$ cat src/rtl/ipdc_frame_collector_if.sv
// Pixel capture and display-stream signals of ipdc_frame_collector.
// The collector uses the slave view; the producer/sink environment uses master.
interface ipdc_frame_collector_if #(
  parameter int DATA_W = 24
);
  logic              i_pix_valid;
  logic [DATA_W-1:0] i_pix_data;
  logic              i_frame_abort;
  logic              o_px_valid;
  logic [DATA_W-1:0] o_px_data;
  logic              o_px_sof;
  logic              o_px_eof;
  logic              i_px_ready;

  modport master (
    output i_pix_valid, i_pix_data, i_frame_abort, i_px_ready,
    input  o_px_valid, o_px_data, o_px_sof, o_px_eof
  );

  modport slave (
    input  i_pix_valid, i_pix_data, i_frame_abort, i_px_ready,
    output o_px_valid, o_px_data, o_px_sof, o_px_eof
  );
endinterface

$ cat src/rtl/ipdc_frame_collector.sv
// Two-bank ping-pong frame buffer behind ipdc: captures 16-pixel bursts, replays with sof/eof.
// Optional per-bank checksum on o_frame_sum when IPDC_FC_CHECKSUM_EN is defined.
module ipdc_frame_collector #(
  parameter int DATA_W    = 24,
  parameter int FRAME_PIX = 16
) (
  input  logic                   i_clk,
  input  logic                   i_rst_n,
  ipdc_frame_collector_if.slave  pix,
  output logic [1:0]             o_frames_pending,
  output logic                   o_overflow,
  output logic [DATA_W-1:0]      o_frame_sum
);

  localparam int CNT_W = (FRAME_PIX > 1) ? $clog2(FRAME_PIX) : 1;
  localparam logic [CNT_W-1:0] LAST = CNT_W'(FRAME_PIX - 1);

  logic [DATA_W-1:0] mem [2][FRAME_PIX];
  logic [1:0]        full, full_nxt;
  logic              wb, rb, drop;
  logic [CNT_W-1:0]  wr_cnt, rd_cnt;

  logic rd_xfer, rd_last, release_now;
  logic wr_start, wr_last, bank_busy, drop_now, pix_take, wr_en;

  always_comb begin
    rd_xfer     = full[rb] && pix.i_px_ready;
    rd_last     = (rd_cnt == LAST);
    release_now = rd_xfer && rd_last;
    wr_start    = (wr_cnt == '0);
    wr_last     = (wr_cnt == LAST);
    // A bank drained by this cycle's eof transfer may take a new frame start at once
    bank_busy   = full[wb] && !(release_now && (rb == wb));
    drop_now    = wr_start ? bank_busy : drop;
    pix_take    = pix.i_pix_valid && !pix.i_frame_abort;
    wr_en       = pix_take && !drop_now;
    full_nxt    = full;
    if (release_now)
      full_nxt[rb] = 1'b0;
    if (wr_en && wr_last)
      full_nxt[wb] = 1'b1;
  end

  always_ff @(posedge i_clk) begin
    if (!i_rst_n) begin
      full       <= '0;
      wb         <= 1'b0;
      rb         <= 1'b0;
      drop       <= 1'b0;
      wr_cnt     <= '0;
      rd_cnt     <= '0;
      o_overflow <= 1'b0;
    end else begin
      full <= full_nxt;
      if (rd_xfer) begin
        if (rd_last) begin
          rd_cnt <= '0;
          rb     <= ~rb;
        end else begin
          rd_cnt <= rd_cnt + 1'b1;
        end
      end
      if (pix.i_frame_abort) begin
        wr_cnt <= '0;
        drop   <= 1'b0;
      end else if (pix.i_pix_valid) begin
        if (wr_start && bank_busy)
          o_overflow <= 1'b1;
        // Dropped frames still advance wr_cnt so the next burst stays aligned
        if (wr_last) begin
          wr_cnt <= '0;
          drop   <= 1'b0;
          if (!drop_now)
            wb <= ~wb;
        end else begin
          wr_cnt <= wr_cnt + 1'b1;
          drop   <= drop_now;
        end
      end
    end
  end

  // Bank storage is intentionally not reset
  always_ff @(posedge i_clk) begin
    if (wr_en)
      mem[wb][wr_cnt] <= pix.i_pix_data;
  end

  // Data and markers are gated by valid so every output reads 0 out of reset
  assign pix.o_px_valid = full[rb];
  assign pix.o_px_data  = full[rb] ? mem[rb][rd_cnt] : '0;
  assign pix.o_px_sof   = full[rb] && (rd_cnt == '0);
  assign pix.o_px_eof   = full[rb] && rd_last;
  assign o_frames_pending = {1'b0, full[0]} + {1'b0, full[1]};

`ifdef IPDC_FC_CHECKSUM_EN
  logic [DATA_W-1:0] sum [2];

  always_ff @(posedge i_clk) begin
    if (!i_rst_n) begin
      sum[0] <= '0;
      sum[1] <= '0;
    end else if (pix.i_frame_abort) begin
      if (!full[wb])
        sum[wb] <= '0;
    end else if (wr_en) begin
      sum[wb] <= wr_start ? pix.i_pix_data : sum[wb] + pix.i_pix_data;
    end
  end

  assign o_frame_sum = full[rb] ? sum[rb] : '0;
`else
  assign o_frame_sum = '0;
`endif

endmodule

$ cat src/flat_wrapper.sv
// flat-port wrapper written by rule: the top's interface ports become plain ports
module ipdc_frame_collector_flat 
#(
  parameter int DATA_W    = 24,
  parameter int FRAME_PIX = 16
)
  (i_clk, i_rst_n, o_frames_pending, o_overflow, o_frame_sum, pix_i_pix_valid, pix_i_pix_data, pix_i_frame_abort, pix_i_px_ready, pix_o_px_valid, pix_o_px_data, pix_o_px_sof, pix_o_px_eof);
  ipdc_frame_collector_if #(.DATA_W(DATA_W)) pix_i ();
  input  logic i_clk;
  input  logic i_rst_n;
  output logic [1:0] o_frames_pending;
  output logic o_overflow;
  output logic [DATA_W-1:0] o_frame_sum;
  input wire logic [$bits(pix_i.i_pix_valid)-1:0] pix_i_pix_valid;
  input wire logic [$bits(pix_i.i_pix_data)-1:0] pix_i_pix_data;
  input wire logic [$bits(pix_i.i_frame_abort)-1:0] pix_i_frame_abort;
  input wire logic [$bits(pix_i.i_px_ready)-1:0] pix_i_px_ready;
  output wire logic [$bits(pix_i.o_px_valid)-1:0] pix_o_px_valid;
  output wire logic [$bits(pix_i.o_px_data)-1:0] pix_o_px_data;
  output wire logic [$bits(pix_i.o_px_sof)-1:0] pix_o_px_sof;
  output wire logic [$bits(pix_i.o_px_eof)-1:0] pix_o_px_eof;
  assign pix_i.i_pix_valid = pix_i_pix_valid;
  assign pix_i.i_pix_data = pix_i_pix_data;
  assign pix_i.i_frame_abort = pix_i_frame_abort;
  assign pix_i.i_px_ready = pix_i_px_ready;
  assign pix_o_px_valid = pix_i.o_px_valid;
  assign pix_o_px_data = pix_i.o_px_data;
  assign pix_o_px_sof = pix_i.o_px_sof;
  assign pix_o_px_eof = pix_i.o_px_eof;
  ipdc_frame_collector #(.DATA_W(DATA_W), .FRAME_PIX(FRAME_PIX)) u_core (.i_clk(i_clk), .i_rst_n(i_rst_n), .pix(pix_i), .o_frames_pending(o_frames_pending), .o_overflow(o_overflow), .o_frame_sum(o_frame_sum));
endmodule
$ cat config.mk
export PLATFORM = sky130hd
export DESIGN_NAME = ipdc_frame_collector_flat
export DESIGN_NICKNAME = d
export VERILOG_FILES = /design/src/rtl/ipdc_frame_collector_if.sv /design/src/rtl/ipdc_frame_collector.sv /design/src/flat_wrapper.sv
export SDC_FILE = /design/constraint.sdc
export NUM_CORES = 1
export LEC_CHECK = 0
export CORE_MARGIN = 8
export CORE_UTILIZATION = 39
export DETAILED_ROUTE_END_ITERATION = 8
export MAX_ROUTING_LAYER = met4
export PLACE_DENSITY = 0.6
export RECOVER_POWER = 100
export SYNTH_ARGS = -nofsm -noshare
export SYNTH_HDL_FRONTEND = slang
export SYNTH_SLANG_ARGS = --single-unit
$ cat constraint.sdc
create_clock -name i_clk -period 3.6 [get_ports i_clk]
set_input_delay 0.72 -clock i_clk [delete_from_list [all_inputs] [get_ports i_clk]]
set_output_delay 0.72 -clock i_clk [all_outputs]
set_load 0.02 [all_outputs]
==> results_dict.tcl <==
set metrics [dict create \
    outcome "complete, no violations" \
    end_kind "output pin" \
    track_usage 0.184 \
    dieArea_sq_um 87100 \
    dieHeight_um 295 \
    avgSynthCellArea_sq_um 22.1 \
    critPathMaxFanout 6 \
    wl_met3_mm 6.50 \
    setup_violations 0 \
    start_util 0.393 \
    syn_inst 1377 \
    rr_startpoint "u_core.rd_cnt[1]" \
    die_w_um 295 \
    synth.cell_area_sq_um 30400 \
    yosys_warnings 0 \
    timing.hold.ws_ns 0.472 \
    wl_met2_mm 37.3 \
    cts_root_buf "clkbuf_16" \
    grt_pass1_wl_mm 112 \
    cts_htree_levels 3 \
    finalClockSkew_ns 0.0202 \
    wl_per_cell_um 28.6 \
    dr.pass1.iters 5 \
    yosys.area.top_type_share 0.759 \
    drive_gt1_frac 0.326 \
    ys_types 48 \
    post-route-period-util 0.993 \
    startpoint_type "flop" \
    nNetsFinal 1663 \
    postRouteAntennaNets 0 \
    routabilityCongestion 0.800 \
    min_path_type "reg2reg" \
    antenna_found_initial 3 \
    hold_violations 0 \
    drc 0 \
    yosys.area.top_type "edfxtp_1" \
    row_count 102 \
    drv_slew 0 \
    wl_mm 78.3 \
    overflow 0 \
    worstSetupPathType "reg2out" \
    p_per_area_nw_per_um2 517 \
    tightest_slew_ns 1.37 \
    rsz0062_at_grt "yes" \
    clkSlewWorstSetupHoldPaths_ns 0.06 \
    synthTopCellsByArea "edfxtp_1, mux4_2, mux2i_1" \
    stdcell_area_sq_um 36500 \
    postPlaceCellArea_sq_um 33100 \
    cts_inserted_buffers 81 \
    routed_via_density 5.61 \
    fin_crit_ns 3.58 \
    synthToLayoutAreaGrowth_pct 20.1 \
    drtIter0Drc 1673 \
    dpl.hpwl_mm 44.5 \
    insertion_delay_ns 0.63 \
    utilization 0.472 \
    final_common_cell "edfxtp_1" \
    cts_tree "done" \
    via_count 15300 \
    cap_violations 0 \
    grt_start_max_net_pins 33 \
    arrival_ns 2.86 \
    total_leakage_power_nw 11.5 \
    yosysSeqAreaShare 0.768 \
    clkSinkCount 783 \
    io_pins 83 \
    cts_max_path_buffers 3 \
    grt_pass1_vias 16000 \
    placement.io_buffers 58 \
    critical_path_required_ns 2.88 \
    max_freq_mhz 280 \
    relSlewSlack 0.0839 \
    min_from "u_core.o_overflow" \
    routed.top_layer "met4" \
    max-vdd-ir-drop_v 0.000319 \
    layout_common_cells "edfxtp_1, mux4_2, buf_4" \
    wl_met1_mm 32.7 \
    yosys_register_bits 783 \
    core_sq_um 77300 \
]
==> repair_timing <==
action,in CTS,in global routing
gates cloned,10,2
pin swaps,5,8
gates resized for setup,144,35
setup buffers,35,23
setup endpoints to repair,25,22
hold buffers,0,0
==> cells by family after synthesis <==
| kind of cell | count (synthesis) | synth area share |
|---|---|---|
| AND/OR/NAND/NOR | 117 | 0.0196 |
| XOR/XNOR | 4 | 0.00115 |
| other | 1 | 0.000123 |
| flip-flops | 783 | 0.768 |
| multiplexers | 244 | 0.158 |
| buffers and inverters | 116 | 0.0230 |
| AO/OA/AOI/OAI | 105 | 0.0272 |
| adder cells (fa/ha/maj) | 7 | 0.00288 |
==> layer usage <==
layer	vias up	global-route usage
li1	6287	-
met1	8250	0.249
met2	690	0.285
met3	116	0.0371
met4	0	0.0470
met5	-	-
==> worst paths after layout <==
path / endpoint / slack (ns) / cells after the start
setup / recovery: pix_o_px_data[18] / 0.02 / 8
hold / removal: u_core.o_overflow / 0.47 / 1
setup reg to reg: u_core.mem[0][100] / 0.04 / 8
hold reg to reg: u_core.o_overflow / 0.47 / 1
==> metrics by stage <==
step                setup WS (ns)  TNS (ns)  power, mW  std cells
global route              -0.0653     -3.55       19.4       2734
floorplan                   0.479         0       10.3       1400
global placement           0.0784         0       10.5       2518
detailed placement          0.123         0       10.5       2518
finish                     0.0238         0       18.9       2734
CTS                       -0.0906    -0.359       19.0       2712
==> final cells by class <==
type	count	area [sq um]
well taps	1040	1300
repair buffers	237	2310
fillers	6377	40800
clock buffers	103	2130
multi-input cells	501	6730
flip-flops and latches	783	23400
inverters	23	88.8
diodes	1	2.50
clock inverters	46	588
==> cells in the mapped netlist, drive strengths merged <==
| library cell | count |
|---|---|
| o221ai | 15 |
| nand2b | 5 |
| clkbuf | 30 |
| nor2b | 6 |
| a211oi | 1 |
| o21ai | 4 |
| o21a | 3 |
| or3b | 3 |
| and3 | 6 |
| nand2 | 16 |
| nand4 | 2 |
| o211ai | 4 |
| nand3b | 2 |
| and2 | 6 |
| a22o | 9 |
| ha | 7 |
| nor3 | 6 |
| xor2 | 2 |
| o2111ai | 1 |
| edfxtp | 768 |
| clkinv | 1 |
| nand3 | 21 |
| mux2i | 57 |
| a221oi | 24 |
| a21oi | 6 |
| a31oi | 5 |
| buf | 63 |
| and3b | 1 |
| inv | 22 |
| nor4b | 1 |
| or3 | 1 |
| dfxtp | 15 |
| mux4 | 187 |
| nor3b | 2 |
| or4 | 3 |
| conb | 1 |
| a22oi | 24 |
| o22ai | 4 |
| nor2 | 36 |
| a21boi | 5 |
| xnor2 | 2 |
==> power breakdown <==
part | internal [mW] | switching [mW] | total (mW)
clock | 5.14 | 3.46 | 8.61
combinational | 0.0498 | 0.188 | 0.238
sequential | 10.0 | 0.00448 | 10.0
==> critical path, cell delays in order (launching register included) <==
cell,delay [ns]
dfxtp_4,0.39
buf_12,0.14
buf_6,0.16
mux4_2,0.52
mux4_2,0.49
inv_2,0.10
a221oi_2,0.10
buf_4,0.18
buf_4,0.15
==> flip-flops by register name (all words and copies together) (netlist names), named ones only <==
name               count
u_core.drop            1
u_core.mem           768
u_core.wr_cnt          4
u_core.wb              1
u_core.o_overflow      1
u_core.full            2
u_core.rb              1
u_core.rd_cnt          4
Note: power is estimated with default switching activity, not from simulation.
